--- src/rtl/instr_queue.sv ---
// Circular instruction FIFO between fetch and issue.
// Each entry holds {pc, instr}, and the oldest entry is presented combinationally at the head.
module instr_queue #(
  parameter int DEPTH = 16
) (
  input  logic                     clk,
  input  logic                     rst,
  input  logic                     flush,
  input  logic                     push,
  input  logic [31:0]              push_instr,
  input  logic [31:0]              push_pc,
  output logic                     full,
  input  logic                     instr_pop,
  output logic                     instr_valid,
  output logic [31:0]              head_instr,
  output logic [31:0]              head_pc,
  output logic [6:0]               opcode,
  output logic [6:0]               funct7,
  output logic [$clog2(DEPTH)-0:0] count
);

  localparam int AW = $clog2(DEPTH);
  localparam int CW = AW + 1;

  // Handshake: a push transfers when push && !full, and a pop transfers when
  // instr_pop && instr_valid. Flush cancels both in the same cycle.
  // full and instr_valid depend only on registered count, so they never follow inputs combinationally.

  logic [63:0]   mem_q [DEPTH];
  logic [AW-1:0] head_q, head_d;
  logic [AW-1:0] tail_q, tail_d;
  logic [CW-1:0] count_q, count_d;
  logic          push_acc, pop_acc;

  assign full        = (count_q == CW'(DEPTH));
  assign instr_valid = (count_q != '0);
  assign count       = count_q;
  assign head_instr  = mem_q[head_q][31:0];
  assign head_pc     = mem_q[head_q][63:32];
  assign opcode      = head_instr[6:0];
  assign funct7      = head_instr[31:25];

  always_comb begin
    push_acc = push && !full && !flush;
    pop_acc  = instr_pop && instr_valid && !flush;
    head_d   = head_q;
    tail_d   = tail_q;
    count_d  = count_q;
    if (flush) begin
      head_d  = '0;
      tail_d  = '0;
      count_d = '0;
    end else begin
      if (push_acc) tail_d = tail_q + AW'(1);
      if (pop_acc)  head_d = head_q + AW'(1);
      count_d = count_q + CW'(push_acc) - CW'(pop_acc);
    end
  end

  // Pointers wrap naturally because DEPTH is a power of two.
  always_ff @(posedge clk) begin
    if (rst) begin
      head_q  <= '0;
      tail_q  <= '0;
      count_q <= '0;
      for (int i = 0; i < DEPTH; i++) mem_q[i] <= '0;
    end else begin
      head_q  <= head_d;
      tail_q  <= tail_d;
      count_q <= count_d;
      if (push_acc) mem_q[tail_q] <= {push_pc, push_instr};
    end
  end

endmodule

--- config.mk ---
export PLATFORM = sky130hd
export DESIGN_NAME = instr_queue
export DESIGN_NICKNAME = d
export VERILOG_FILES = /design/src/rtl/instr_queue.sv
export SDC_FILE = /design/constraint.sdc
export NUM_CORES = 1
export LEC_CHECK = 0
export ABC_AREA = 1
export CAP_MARGIN = 20
export CORE_MARGIN = 4
export CORE_UTILIZATION = 45
export DETAILED_ROUTE_END_ITERATION = 10
export GPL_ROUTABILITY_DRIVEN = 0
export RECOVER_POWER = 50
export SYNTH_ARGS = -nofsm -noshare
export SYNTH_HDL_FRONTEND = slang
export SYNTH_SLANG_ARGS = --single-unit
--- constraint.sdc ---
create_clock -name clk -period 8.1 [get_ports clk]
set_input_delay 1.215 -clock clk [delete_from_list [all_inputs] [get_ports clk]]
set_output_delay 1.215 -clock clk [all_outputs]
set_load 0.005 [all_outputs]
==> results of run 1 <==
[critical path, cell delays in order]
cell           delay (ns)
dlygate4sd3_1        0.56
nor2_1               0.73
nand4_1              0.17
clkbuf_1             1.09
o21ai_0              0.66
clkbuf_1             2.38
[layer usage]
layer	track usage	wire (um)
met3	0.03526	12300
met5	0	13
met2	0.4173	71370
met4	0.08523	4308
met1	0.3578	63400
[logic make-up (layout without fill, tap and decap cells)]
family / after synthesis / in the layout / share of synthesized area
AOI/OAI and AO/OA: 13 / 13 / 0.001346
buffers and inverters: 1303 / 1283 / 0.1082
DFF: 1041 / 1041 / 0.6191
xor gates and xnor gates: 1 / 1 / 0.0001744
and+or+nand+nor: 3228 / 3228 / 0.2681
adders and majority gates: 12 / 12 / 0.003139
[layout make-up]
type | count | share of cell area
clock buffers | 149 | 0.05331
clock inverters | 59 | 0.007249
inverters | 871 | 0.05923
multi-input cells | 3254 | 0.2493
flip-flops and latches | 1041 | 0.5597
well taps | 1488 | 0.03350
repair buffers | 204 | 0.03776
[report_power, final]
group	internal, mW	leakage, nW	total [mW]	switching, mW
Clock	2.69	1.64	4.84	2.15
Combinational	0.323	11.5	1.05	0.727
Sequential	6.10	10.7	6.16	0.0596
[synthesized netlist by cell type (all sizes together)]
library cell,n,area [sq um]
nor3,256,1281
o21bai,1,7.510
nor2,794,2995
nand3b,2,15.01
o21ai,6,30.03
dfxtp,17,340.3
nand3,776,3901
nand4,6,37.54
inv,871,3269
edfxtp,1024,30750
nand2,1394,5233
buf,257,1505
clkbuf,175,656.9
fa,1,20.02
a21oi,6,30.03
xor2,1,8.760
ha,11,137.6
[sequential cells by signal, summed over array words and instances, names as in the netlist, named ones only]
name and flops:
head_q 4, tail_q 4, mem_q 1024, count 5
[how the worst max path moves through the flow]
stage / startpoint / endpoint / slack (ns) / cells after the start
CTS: register / head_pc[27] / 2.44 / 9
global placement: flush / mem_q[13][56] / 3.03 / 7
detailed placement: flush / mem_q[13][60] / 2.98 / 7
finish: rst / mem_q[7][18] / 1.42 / 6
floorplan: flush / mem_q[12][0] / 1.24 / 5
global route: rst / mem_q[7][18] / 1.12 / 6
==> results.json, run 1 <==
{
  "hpwlAfterDp_um": 77500,
  "first_global_vias": 36540,
  "clock.fmax_ghz": 0.1497,
  "syn_inst": 5598,
  "grt_max_degree": 171,
  "ctsResizeCount": 0,
  "worst_slack_ns": 1.420,
  "core_sq_um": 110700,
  "register_area_sq_um": 31100,
  "start_util": 0.4538,
  "nets": 5566,
  "fin_cells": 7066,
  "min_period_ns": 6.680,
  "yosysWarnings": 0,
  "cts.htree.levels": 3,
  "port_buffers": 153,
  "crit_fanout": 38,
  "reg2reg_to": "mem_q[7][18]",
  "final_area_sq_um": 55570,
  "clock-root-buffer": "clkbuf_16",
  "violations": "capacitance limit, slew limit",
  "clock_path_buffers": 3,
  "via_count": 37620,
  "fin_skew_ns": 0.02064,
  "cp-start-kind": "input pin",
  "layout_common_cells": "nand2_1, edfxtp_1, inv_1",
  "dp_slack_ns": 2.985,
  "placed_cell_area_sq_um": 52300,
  "fill_cells": 10230,
  "cp.required_ns": 8.33,
  "clk_pin_slew_ns": 0.06,
  "routedWlPerCell_um": 21.42,
  "r2r-start": "count[3]",
  "cp-end-kind": "register",
  "grt_usage": 0.2569,
  "drtIter0Drc": 4364,
  "setup_tns_ns": 0,
  "antenna_found_initial": 1,
  "final_common_cell": "nand2_1",
  "grt_pass1_wl_um": 228200,
  "drv_cap": 16,
  "power.density_nw_per_um2": 216.8,
  "die_x_um": 342.1,
  "overflow": 0,
  "min_path_cells": 2,
  "ios": 154,
  "utilization": 0.5022,
  "die_area_sq_um": 117000,
  "drive_above_1_share": 0.03819,
  "die_h_um": 342.1,
  "power_mw": 12.05,
  "place_inst": 6856,
  "drc": 0,
  "drv_slew": 649,
  "synth_seq_area_share": 0.6191,
  "r2r_cells": 7,
  "routed_wl_um": 151400,
  "post_cts_buffers": 0,
  "worstPathArrival_ns": 6.91,
  "cts_hold_buf": 0,
  "netlist_area_sq_um": 50220,
  "antenna_cells": 0,
  "syn_nets": 5679,
  "rsz0062_at_grt": "false",
  "worst_pin_slew_ns": 5.122,
  "area_growth_syn_to_layout_pct": 10.67,
  "hp-class": "register to register",
  "path_class": "input pin to register",
  "postRouteAntennaNets": 0,
  "hold_viol_final": 0,
  "drt-pass1-iter-count": 6,
  "ys_seq_elements": 1041,
  "finalSetupViolations": 0,
  "fin_crit_sh": 0.8247,
  "peakVddDrop_mv": 0.1645,
  "worstHoldStart": "head_q[2]",
  "multi_input_comb_area_sq_um": 13850,
  "tritoncts": "yes",
  "fin_hold_ws_ns": 0.4767,
  "status": "finished, violations left",
  "leakage_nw": 23.88,
  "viasPerCell": 5.324,
  "synthDistinctLibCells": 25,
  "max_slew_margin": -2.415,
  "cts_sinks": 1041,
  "clock_latency_ns": 0.70,
  "syn_area_per_cell_sq_um": 8.971,
  "rows": 122,
  "cts_inserted_buffers": 113,
  "ff2ff_setup_slack_ns": 2.46
}
Note: power is estimated with default switching activity, not from simulation.
==> run 2: changes to the inputs <==
clock period = 6.4 ns   (was 8.1 ns; I/O delays follow)
==> run 2 against run 1 <==
Utilization up 0.42 points. Critical path depth up 1. Clock power up 36%. Non-clock buffer count up 10. Sequential power up 26%. The flow still finishes with violations (capacitance limit, slew limit). Register-to-register slack worse by 1.0 ns.
==> results.json, run 2 (synthesis results as in run 1) <==
{
  "status": "finished, violations left",
  "violations": "capacitance limit, slew limit",
  "min_period_ns": 5.593,
  "antenna_found_initial": 0,
  "die_area_sq_um": 117000,
  "hpwlAfterDp_um": 76970,
  "worst_pin_slew_ns": 4.844,
  "cts_inserted_buffers": 114,
  "clock_path_buffers": 3,
  "drtIter0Drc": 3948,
  "cp.required_ns": 6.73,
  "nets": 5577,
  "cts_sinks": 1041,
  "postRouteAntennaNets": 0,
  "port_buffers": 153,
  "core_sq_um": 110700,
  "crit_fanout": 26,
  "hp-class": "register to register",
  "largest_reg_flops": 1024,
  "grt_usage": 0.2533,
  "worst-path-buf-inv": 2,
  "rows": 122,
  "ff2ff_setup_slack_ns": 1.42,
  "min_path_cells": 2,
  "dp_slack_ns": 1.731,
  "overflow": 0,
  "cp-end-kind": "register",
  "peakVddDrop_mv": 0.2035,
  "drv_slew": 577,
  "grt_max_degree": 155,
  "ios": 154,
  "cts.htree.levels": 3,
  "max_stage_delay_ns": 1.19,
  "cp_cell_sequence": "dlygate4sd3_1 > nor2_1 > nand3_1 > nor2_1 > nand2_1 > nand2_4 > buf_4",
  "start_util": 0.4538,
  "grt_pass1_wl_um": 225200,
  "crit_path_frequent_cell": "nor2_1",
  "clock_latency_ns": 0.71,
  "ctsResizeCount": 0,
  "drc": 0,
  "clk_pin_slew_ns": 0.06,
  "clock.fmax_ghz": 0.1788,
  "finalSetupViolations": 0,
  "rsz0062_at_grt": "false",
  "final_common_cell": "nand2_1",
  "worst_slack_ns": 0.8072,
  "fin_skew_ns": 0.02827,
  "drv_cap": 16,
  "r2r_cells": 6,
  "power_mw": 15.72,
  "reg2reg_to": "mem_q[12][55]",
  "first_global_vias": 35620,
  "viasPerCell": 5.308,
  "worstPathArrival_ns": 5.92,
  "power.density_nw_per_um2": 280.5,
  "routed_wl_um": 150300,
  "worstHoldStart": "head_q[2]",
  "tritoncts": "yes",
  "cp-start-kind": "input pin",
  "path_class": "input pin to register",
  "fill_cells": 10140,
  "cp_top_family": "simple AND/OR/NAND/NOR gates",
  "die_h_um": 342.1,
  "area_growth_syn_to_layout_pct": 11.59,
  "layout_common_cells": "nand2_1, edfxtp_1, inv_1",
  "max_slew_margin": -2.229,
  "largest-register": "mem_q",
  "via_count": 37600,
  "clock-root-buffer": "clkbuf_16",
  "fin_crit_sh": 0.8739,
  "drive_above_1_share": 0.04486,
  "drt-pass1-iter-count": 6,
  "routedWlPerCell_um": 21.22,
  "r2r-start": "count[2]",
  "cts_hold_buf": 0,
  "leakage_nw": 24.10,
  "post_cts_buffers": 0,
  "cpMaxStageDelayCell": "nand2_1",
  "hold_viol_final": 0,
  "die_x_um": 342.1
}
==> run 2: changes by cell type in the layout (fill, tap and decap cells not counted), sizes merged <==
| cell | previous run | this run |
|---|---|---|
| bufinv | 4 | 12 |
| clkinv | 46 | 57 |
| inv | 879 | 877 |
| clkbuf | 161 | 149 |
| diode | 0 | 1 |
| buf | 39 | 51 |
==> run 2: worst max-delay path by stage <==
stage | depth (start not counted) | startpoint | end
final | 7 | flush | mem_q[5][9]
after global routing | 7 | flush | mem_q[5][9]
after CTS | 9 | register | head_pc[30]
after detailed placement | 6 | flush | mem_q[11][40]
after global placement | 6 | flush | mem_q[11][40]
after floorplan | 4 | push | mem_q[2][0]
==> run 2: tightest hold or removal path, cell delays in order (launching register included) <==
cell     delay, ns
dfxtp_1       0.32
inv_1         0.05
a21oi_1       0.06
==> run 2: report_power, final <==
part / total, mW / internal [mW] / switching (mW)
Combinational: 1.34 / 0.415 / 0.926
Sequential: 7.79 / 7.72 / 0.0750
Clock: 6.59 / 3.77 / 2.82
Total: 15.7 / 11.9 / 3.82
==> run 2: layout make-up <==
class                           count  area, sq um  share of cell area
Inverter                          871         3292             0.05874
Sequential cell                  1041        31100              0.5550
Multi-Input combinational cell   3254        13850              0.2471
Clock inverter                     76        742.0             0.01324
Antenna cell                        1        2.502          0.00004465
Timing Repair Buffer              214         2242             0.04001
Tap cell                         1488         1862             0.03322
Clock buffer                      139         2947             0.05258
==> run 2: per-layer routing <==
metal  GRT usage  wire, um  vias up
li1            -         -    17570
met1      0.3577     62480    18190
met2      0.4119     71000     1631
met3     0.03288     13030      217
met4     0.07456      3819        0
met5           0         0        -
==> run 2: through the flow <==
stage | util | instance area (sq um) | hold slack [ns] | TNS (ns) | std cells
final | 0.5064 | 56040 | 0.4667 | 0 | 7084
after global routing | 0.5064 | 56040 | 0.5099 | 0 | 7083
after global placement | 0.4721 | 52240 | 0.4515 | 0 | 6858
after CTS | 0.5061 | 56010 | 0.4661 | 0 | 7076
after floorplan | - | 50220 | 0.4375 | -21.78 | 5598
after detailed placement | 0.4728 | 52330 | 0.4537 | 0 | 6861
